[src/rtl/regfiletmp_retire.sv]
// In-order retirement engine for the temporary register file.
// Holds allocated temp-file tags in program order, reads the head entry,
// commits ready results to the architectural register file and returns
// tags to the free pool. A flush drains every outstanding tag without
// architectural writes.
module regfiletmp_retire #(
  parameter int DEPTH   = 32,
  parameter int TAG_W   = 5,
  parameter int ENTRY_W = 73
) (
  input  logic               clock_i,
  input  logic               reset_i,
  input  logic               alloc_valid_i,
  input  logic [TAG_W-1:0]   alloc_tag_i,
  output logic               alloc_ready_o,
  input  logic               flush_i,
  output logic [TAG_W-1:0]   rd_addr_o,
  input  logic [ENTRY_W-1:0] rd_data_i,
  output logic               arf_we_o,
  output logic [4:0]         arf_waddr_o,
  output logic [31:0]        arf_wdata_o,
  output logic [31:0]        commit_pc_o,
  output logic               free_valid_o,
  output logic [TAG_W-1:0]   free_tag_o,
  output logic [31:0]        commit_cnt_o,
  output logic               busy_o
);

  typedef enum logic [1:0] {IDLE = 2'd0, RUN = 2'd1, FLUSH = 2'd2} state_t;

  localparam logic [TAG_W:0] DEPTH_C = (TAG_W+1)'(DEPTH);

  // Entry fields as seen on the read port
  logic [4:0]  e_rd_reg;
  logic [31:0] e_pc;
  logic [1:0]  e_type;
  logic [31:0] e_data;
  logic        e_spec_valid;
  logic        e_valid;

  assign e_rd_reg     = rd_data_i[72:68];
  assign e_pc         = rd_data_i[67:36];
  assign e_type       = rd_data_i[35:34];
  assign e_data       = rd_data_i[33:2];
  assign e_spec_valid = rd_data_i[1];
  assign e_valid      = rd_data_i[0];

  state_t             state_q, state_d;
  logic [TAG_W-1:0]   q_mem [DEPTH];
  logic [TAG_W-1:0]   head_q, head_d;
  logic [TAG_W-1:0]   tail_q, tail_d;
  logic [TAG_W:0]     count_q, count_d;

  logic               arf_we_q;
  logic [4:0]         arf_waddr_q;
  logic [31:0]        arf_wdata_q;
  logic [31:0]        commit_pc_q;
  logic               free_valid_q;
  logic [TAG_W-1:0]   free_tag_q;
  logic [31:0]        commit_cnt_q;

  logic push, pop, retire, drain, writes_arf;

  // Push/pop decisions; the push is gated on the pre-pop count so a full
  // queue refuses a push even in a cycle where the head leaves.
  always_comb begin
    alloc_ready_o = (state_q != FLUSH) && (count_q < DEPTH_C);
    push          = alloc_valid_i && alloc_ready_o;
    retire        = (state_q == RUN) && e_valid && e_spec_valid && !flush_i;
    drain         = (state_q == FLUSH);
    pop           = retire || drain;
    writes_arf    = !e_type[1] && (e_rd_reg != 5'd0);
  end

  // Next pointers, count and state
  always_comb begin
    head_d  = pop  ? head_q + TAG_W'(1) : head_q;
    tail_d  = push ? tail_q + TAG_W'(1) : tail_q;
    count_d = count_q + (TAG_W+1)'(push) - (TAG_W+1)'(pop);
    state_d = state_q;
    case (state_q)
      IDLE:    if (push) state_d = RUN;
      RUN: begin
        if (flush_i)                 state_d = FLUSH;
        else if (count_d == '0)      state_d = IDLE;
      end
      FLUSH:   if (count_d == '0) state_d = IDLE;
      default: state_d = IDLE;
    endcase
  end

  // Tag storage; contents need no reset since pointers define validity
  always_ff @(posedge clock_i) begin
    if (push) q_mem[tail_q] <= alloc_tag_i;
  end

  // Queue control, FSM and registered commit/free outputs
  always_ff @(posedge clock_i) begin
    if (reset_i) begin
      state_q      <= IDLE;
      head_q       <= '0;
      tail_q       <= '0;
      count_q      <= '0;
      arf_we_q     <= 1'b0;
      arf_waddr_q  <= '0;
      arf_wdata_q  <= '0;
      commit_pc_q  <= '0;
      free_valid_q <= 1'b0;
      free_tag_q   <= '0;
      commit_cnt_q <= '0;
    end else begin
      state_q      <= state_d;
      head_q       <= head_d;
      tail_q       <= tail_d;
      count_q      <= count_d;
      arf_we_q     <= retire && writes_arf;
      free_valid_q <= pop;
      if (pop) free_tag_q <= rd_addr_o;
      if (retire) begin
        arf_waddr_q  <= e_rd_reg;
        arf_wdata_q  <= e_data;
        commit_pc_q  <= e_pc;
        commit_cnt_q <= commit_cnt_q + 32'd1;
      end
    end
  end

  assign rd_addr_o    = q_mem[head_q];
  assign arf_we_o     = arf_we_q;
  assign arf_waddr_o  = arf_waddr_q;
  assign arf_wdata_o  = arf_wdata_q;
  assign commit_pc_o  = commit_pc_q;
  assign free_valid_o = free_valid_q;
  assign free_tag_o   = free_tag_q;
  assign commit_cnt_o = commit_cnt_q;
  assign busy_o       = (state_q != IDLE);

endmodule

[config.mk]
export PLATFORM = sky130hd
export DESIGN_NAME = regfiletmp_retire
export DESIGN_NICKNAME = d
export VERILOG_FILES = /design/src/rtl/regfiletmp_retire.sv
export SDC_FILE = /design/constraint.sdc
export NUM_CORES = 1
export LEC_CHECK = 0
export ABC_AREA = 1
export ABC_CLOCK_PERIOD_IN_PS = 8200
export CORE_MARGIN = 2
export CORE_UTILIZATION = 58
export CTS_CLUSTER_SIZE = 25
export DETAILED_ROUTE_END_ITERATION = 16
export GPL_TIMING_DRIVEN = 0
export MAX_ROUTING_LAYER = met4
export PLACE_DENSITY = 0.86
export SETUP_SLACK_MARGIN = 0.4
export SLEW_MARGIN = 20
export SYNTH_ARGS = -nofsm -noshare
export SYNTH_HDL_FRONTEND = slang
export SYNTH_SLANG_ARGS = --single-unit
export TNS_END_PERCENT = 10
[constraint.sdc]
create_clock -name clock_i -period 8.2 [get_ports clock_i]
set_clock_uncertainty 0.15 [all_clocks]
set_input_delay 1.23 -clock clock_i [delete_from_list [all_inputs] [get_ports clock_i]]
set_output_delay 1.23 -clock clock_i [all_outputs]
set_load 0.02 [all_outputs]
### After elaboration in Yosys (flattened, before gate mapping)

Memory sizes are Yosys's and may differ from the RTL's. A register that Yosys moved wholly into a read port is not among the register bits.
Cells that the tools add are included.
Widths: inputs -> output; s select.

* register bits: 126
* memory bits (writable): 160
* input bits: 82
* memories: 1

Memories
* q_mem: words 32, width 5, read ports 1, clocked after memory_dff 1, write ports 1, RTL line 49 `logic [TAG_W-1:0] q_mem [DEPTH];`

* add/sub/neg operators: 5
* order comparisons: 1
* equality and inequality tests: 4
* mux-type cells: 8
* reduce and logical (&&, ||, !) cells: 14

Operators by type and width (count)
* $add 32x1->32 const B: 1
* $add 5x1->5 const B: 2
* $mux 5: 2
* $logic_and 1x1->1: 7
* $add 6x1->6: 1
* $logic_not 6->1: 1
* $lt 6x6->1 const B: 1
* $mux 2: 3
* $pmux 2 s3: 1
* $sub 6x1->6: 1
* $reduce_bool 5->1: 1
* $ne 2x2->1 const B: 2
* $eq 2x1->1 const B: 1
* $eq 2x2->1 const B: 1
* $logic_not 1->1: 2
* $logic_not 2->1: 1
* $mux 1: 2
* $reduce_bool 2->1: 1
* $logic_or 1x1->1: 1

### Depth between registers and ports, before layout

* depth in word-level cells: 10
* depth in mapped cells: 18
* mapped depth without buffers: 17

### Worst setup path after synthesis

No wires, ideal clock.

* kind: input -> register
* start point: input port rd_data_i[1]
* end point: register state_q[1]
* library setup time: 0.132 ns
* arrival: 3.164 ns
* data required time: 7.918 ns
* setup slack: 4.754 ns
* stages: 16
* cells stage by stage: nand2_1 > nor2_2 > nand2_4 > inv_2 > buf_4 > buf_4 > o21ai_0 > ha_1 > fa_1 > xor2_1 > nor2_1 > nand3_1 > nor2_1 > nand2_1 > nand2_1 > a21oi_1

* word-level cells in the longest chain between the ends: 8

RTL lines
* start, declared: RTL line 18 `input logic [ENTRY_W-1:0] rd_data_i,`
* $logic_and 1x1->1 (*) (2 in series): RTL line 69 `retire = (state_q == RUN) && e_valid && e_spec_valid && !flush_i;`
* $logic_or 1x1->1 (*): RTL line 71 `pop = retire || drain;`
* $sub 6x1->6 (*): RTL line 79 `count_d = count_q + (TAG_W+1)'(push) - (TAG_W+1)'(pop);`
* $logic_not 6->1 (*): RTL line 85, 87
* $mux 2 (*)
* $mux 2
* $pmux 2 s3 (*)
* end signal, assigned: RTL line 112 `state_q <= state_d;`
* end, declared: RTL line 48 `state_t state_q, state_d;`

Mark *: on every way between the ends. The rest lies on a longest branch, timed or not.
A chain may end at the register's enable or synchronous reset.

==> summary.md <==
| Metric | Value |
|---|---|
| Hold Path Class | reg -> reg |
| Die height | 149.2 um |
| DR vias/cell | 5.531 |
| Worst-Margin Slew | 0.9810 ns |
| Root Buffer | clkbuf_16 |
| DP Cell Count | 1817 |
| Hold Worst Slack | 0.3325 ns |
| Worst slack at placement | 3.847 ns |
| Unrepaired setup endpoints after global routing | no |
| # diodes | 0 |
| Mapped Nets | approximately 1400 |
| Number of distinct library cells after synthesis | 37 |
| CP max stage cell | clkdlybuf4s50_1 |
| Via Count | 10350 |
| CTS HTree Levels | 1 |
| Post-Syn Area per Cell | between 9 and 10 um2 |
| Sequential area share after synthesis | 0.6077 |
| Post-Syn Area | between 0.01 and 0.015 mm2 |
| Vias in the first global route | 9925 |
| RD Place Congestion | 0.9204 |
| Clock period minus worst slack | 4.378 ns |
| Syn-to-layout area delta | 27.17% |
| Setup ws final | 3.822 ns |
| CTS clk-pin slew, worst paths | 0.06 ns |
| Initial antenna violation count | 0 |
| Fin. Hold Viols | 0 |
| Share of layout cells above drive strength 1 | 0.07769 |
| Combinational share of power | 0.186 |
| Nets@finish | 1667 |
| VDD IR max | approximately 0.18 mV |
| Hold buffers post-CTS | 0 |
| Lkg Pwr | 5.678 nW |
| Resized Gates After CTS | 0 |
| Max FO, Critical Path | 10 |
| Yosys Warn Count | 0 |
| Internal power | 2.733 mW |
| Chip Width | 149.2 um |
| Pwr dens | 242.1 mW/mm2 |
| Worst setup EP type | primary output |
| Final std cells w/o fill | approximately 1900 |
| Placeable Area | 0.02082 mm2 |
| Initial core utilization | 0.5869 |
| Final WL | about 33000 um |
| WP data required | 6.82 ns |
| Psw | a little over 1 mW |
| Post-synth EDFFs | 160 |
| Die area | 0.02225 mm2 |
| Placed instance area | 0.01450 mm2 |
| Clock share of power | 0.383 |
| CP max stage delay | 0.62 ns |
| CTS Buf Count | 29 |
| Most used DFF post-synth | edfxtp_1 |
| Crit Path Category | reg -> out |
| First-pass GRT wire length | about 50000 um |
| Design area | 0.01554 mm2 |
| TritonCTS clock tree | built |
| Final Cycle Share | 0.5339 |
| DP Wirelength | 22660 um |
| Post-CTS setup buffer count | 0 |
| Slew margin rel. | 0.3410 |
| Routed Antenna Nets | 0 |
| GRT Residual Overflow | 0 |
| Largest net degree at the start of global routing | 33 |
| Setup TNS | 0 ns |
| Longest Clk Path Bufs | 3 |
| Maxcap violations | 0 |
| DRC marker count from the first detailed-route iteration | just under 1000 |
| Num Clock Sinks | 291 |
| Startpoint Class | flip-flop |
| Io pins | ~200 |
| Crit-path cells | clkbuf_1, inv_1, buf_2, nand3_1, nand3_1, nand2_1, nand2_1, nand3_1, nand2_1, inv_1, clkdlybuf4s50_1 |
| Async set-or-reset flop fraction in the synthesized netlist | 0 |
| Cells after Synth | 1347 |
| Status | finished clean |
| Clk_lat worst skew | 0.55 ns |
| GRT Overall Usage | 0.2974 |
| Slew Viols, Final | 0 |
| # DRC | 0 |
| Row Count | 53 |
| CP arrival | 3.00 ns |
| Drt first pass iters | 6 |
| Fmax achieved | between 200 and 250 MHz |
| Total power | 3.762 mW |
| Utilization after layout | 0.7464 |
| Flop pwr share | 0.431 |
| Routed WL per cell | ~17 um |
| Number of setup violations in the final report | 0 |
| #FFs+latches synth | roughly 290 |
| Number of I/O port buffers | between 150 and 200 |
| Sw Ratio | 0.2736 |
## worst paths after layout
check | from | endpoint | slack, ns | cells after the start
setup / recovery | flip-flop | rd_addr_o[1] | 3.82 | 11
setup reg to reg | state_q[0] | state_q[1] | 5.18 | 16
hold / removal | commit_pc_o[20] | commit_pc_o[20] | 0.33 | 2
hold reg to reg | commit_pc_o[20] | commit_pc_o[20] | 0.33 | 2
## power by group through the flow
stage	Combinational (mW)	Sequential, mW	Clock [mW]
after floorplan	0.405	1.68	0
after global placement	0.672	1.65	0
after detailed placement	0.690	1.65	0
after CTS	0.697	1.62	1.45
after global routing	0.770	1.63	1.51
final	0.700	1.62	1.44
## sequential cells by signal, indices dropped and copies added, names as in the netlist, named ones only
register,count
arf_wdata_o,32
q_mem,160
state_q,2
arf_waddr_o,5
free_valid_o,1
count_q,6
commit_cnt_o,32
arf_we_o,1
tail_q,5
free_tag_o,5
commit_pc_o,32
head_q,5
## critical path, delay by kind of cell (launching register included)
kind | cells | cell delay [ns]
and+or+nand+nor | 6 | 0.65
DFF | 1 | 0.30
buffers and inverters | 5 | 1.47
## layer usage
| layer | up-vias | track usage | routed length (um) |
|---|---|---|---|
| li1 | 4932 | - | - |
| met1 | 4779 | 0.3486 | 12210 |
| met2 | 534 | 0.5173 | 16510 |
| met3 | 104 | 0.05199 | 2818 |
| met4 | 0 | 0.1062 | 1146 |
| met5 | - | - | 0 |
## kinds of logic (layout without fill, tap and decap cells)
kind of cell	after synthesis	after routing	share of synthesized area
AND/OR/NAND/NOR	761	761	0.2672
flip-flops	291	291	0.6077
AO/OA/AOI/OAI	140	140	0.05805
buffers and inverters	132	381	0.04627
adder cells (fa/ha/maj)	12	12	0.01290
XOR/XNOR	11	11	0.007883
## layout by cell type (no fill, tap or decap), types with 2 or more instances in the layout
cell type,n
nand2_2,7
buf_2,30
clkbuf_16,29
buf_1,4
edfxtp_1,160
nor2_2,6
clkinv_2,5
clkinv_4,2
nand3b_1,4
nand3_2,3
nand4_1,9
o21ai_1,4
clkdlybuf4s50_1,190
nand3_1,149
ha_1,11
xnor2_1,4
buf_4,8
and3_1,2
a31oi_1,2
nand2_4,3
xor2_1,7
clkbuf_1,28
clkinv_1,4
dfxtp_1,131
o21ai_0,92
nor3_2,4
clkinvlp_4,4
nand2_1,322
a21oi_1,40
nor2_1,235
inv_2,5
nor3_1,9
inv_1,61
nor2_4,5
bufinv_16,7
## synthesized netlist by cell type (5+ instances only)
| library cell | count | share of area |
|---|---|---|
| a21oi_1 | 40 | 0.016 |
| buf_2 | 25 | 0.010 |
| buf_4 | 8 | 0.0049 |
| clkbuf_1 | 26 | 0.0080 |
| dfxtp_1 | 131 | 0.21 |
| edfxtp_1 | 160 | 0.39 |
| ha_1 | 11 | 0.011 |
| inv_1 | 61 | 0.019 |
| inv_2 | 5 | 0.0015 |
| nand2_1 | 322 | 0.099 |
| nand2_2 | 7 | 0.0036 |
| nand3_1 | 149 | 0.061 |
| nand4_1 | 9 | 0.0046 |
| nor2_1 | 235 | 0.072 |
| nor2_2 | 6 | 0.0031 |
| nor2_4 | 5 | 0.0046 |
| nor3_1 | 9 | 0.0037 |
| o21ai_0 | 92 | 0.038 |
| xor2_1 | 7 | 0.0050 |
## final cells by class
type	instances	area, um2
sequential	291	7427
fill	1409	5280
multi-input combinational	924	4229
timing repair buffer	195	1927
clock buffer	32	747.0
tap	275	344.1
buffer	64	309.0
clock inverter	22	302.8
inverter	68	256.5
Note: power is estimated with default switching activity, not from simulation.
==> RTL change (same flow settings) <==
Reset style: asynchronous (`reset_i`), changed in one clocked block.
--- a/src/rtl/regfiletmp_retire.sv
+++ b/src/rtl/regfiletmp_retire.sv
@@ -97,3 +97,3 @@
   // Queue control, FSM and registered commit/free outputs
-  always_ff @(posedge clock_i) begin
+  always_ff @(posedge clock_i or posedge reset_i) begin
     if (reset_i) begin
Formal check against the unedited RTL: differs if reset_i is asserted again (counterexample within 4 cycles, from zero or initial values and one cycle with reset_i high); with reset_i held inactive, the same outputs for 4 cycles.
==> RTL change against the original RTL <==
Register-to-register slack got worse by 0.42 ns. Hold slack got worse by 0.017 ns. Via count decreased by 4.1%. Final area decreased by 1.3%. Synthesized cell count decreased by 7.3%. Die area decreased by 0.46%. Setup slack got worse by 0.21 ns. Non-clock buffer count decreased by 16. Routed wire length increased by 3.4%. Sequential cell count decreased by 5. Synthesized area decreased by 0.47%.
Power is not compared: it rests on default switching activity, and its combinational part moved more than twofold at a synthesized area within 25%.
==> RTL change: results (changes against the original RTL) <==
GRT
  – GR Util met2: 0.526 (was 0.517)
  – Met3 usage in global routing: 0.0722 (was 0.0520)
  – Largest net degree at the start of global routing: 82 (was 33)
  – Initial antenna violation count: 1 (was 0)
  – First-pass GRT wire length: 52.4 mm (was 50.2 mm)
  – Gr usage total: 0.318 (was 0.297)
  – GRT met1 Usage: 0.389 (was 0.349)

Place
  – RD Place Congestion: 0.941 (was 0.920)
  – Placed cells: 1,714 (was 1,817)
  – Dpl cell area: 14,500 µm² (about the same)
  – Pre-CTS setup slack: 3.55 ns (was 3.85 ns)

Logic synthesis
  – Netlist cell types: 30 (was 37)
  – Net Count, Synth: 1,343 (was 1,441)
  – Post-synthesis async set-or-reset flop share: 0.441 (was 0)
  – Synthesized instance count: 1,248 (was 1,347)
  – Synthesized flop and latch total: 286 (was 291)
  – Most frequent cells after synthesis: nand2_1, nor2_1, edfxtp_1, dfrtp_1, nand3_1 (was nand2_1, nor2_1, edfxtp_1, nand3_1, dfxtp_1)
  – Synth top area cells: edfxtp_1, dfrtp_1, nand2_1 (was edfxtp_1, dfxtp_1, nand2_1)

Run status
  – Status: finished, final reports clean (unchanged)

Cells and area
  – #MultiIn Comb: 857 (was 924)
  – Signal inverters: 58 (was 68)
  – Ant diodes: 1 (was 0)
  – Multi-input gate area in the final layout: 3790 µm² (was 4230 µm²)
  – NonClk Buf Share: 0.140 (was 0.144)
  – Fillers: 1,305 (was 1,409)
  – Clock buffers: 43 (was 32)
  – Clock-cell share of area: 0.0572 (was 0.0675)
  – Fraction of area in multi-input gates: 0.247 (was 0.272)
  – Synthesis-to-finish area growth: 26.1% (was 27.2%)
  – Seq area share: 0.519 (was 0.478)
  – Finished Layout Cells: 1,767 (was 1,871)

Route
  – WL met3: 3.63 mm (was 2.82 mm)
  – Final WL: 33.8 mm (was 32.7 mm)
  – Via/cell ratio: 5.62 (was 5.53)
  – WL met2: 16.7 mm (was 16.5 mm)

Critical path
  – FF-to-FF path depth: 15 (was 16)
  – CP max stage delay: 0.59 ns (was 0.62 ns)

CTS
  – Total CTS buffers: 28 (was 29)

Timing
  – Worst Tran Pin Value: 0.960 ns (was 0.981 ns)
RTL change: changes by cell type after synthesis, moves of 32 or more:
cell / change
dfxtp_1: -131
dfrtp_1: +126
nand2_1: +103
nand3_1: -54
nor2_1: -51
o21ai_0: -32
RTL change: worst paths after layout:
| kind | start | to | slack, ns |
|---|---|---|---|
| worst max-delay path | head_q[0] | rd_addr_o[1] | 3.61 |
| worst min-delay path | commit_pc_o[5] | commit_pc_o[5] | 0.32 |
| worst max register to register | state_q[0] | state_q[0] | 4.76 |
| worst min register to register | commit_pc_o[5] | commit_pc_o[5] | 0.32 |
| max in group asynchronous | reset_i | head_q[4] | 6.24 |
| min in group asynchronous | reset_i | commit_cnt_o[24] | 0.96 |
RTL change: cell families after synthesis:
kind of cell | after synthesis | share of synthesized area
xor+xnor | 29 | 0.0209
buf+inv | 105 | 0.0340
flops | 286 | 0.654
simple gates | 739 | 0.245
compound gates | 76 | 0.0318
fa+ha+maj | 13 | 0.0140
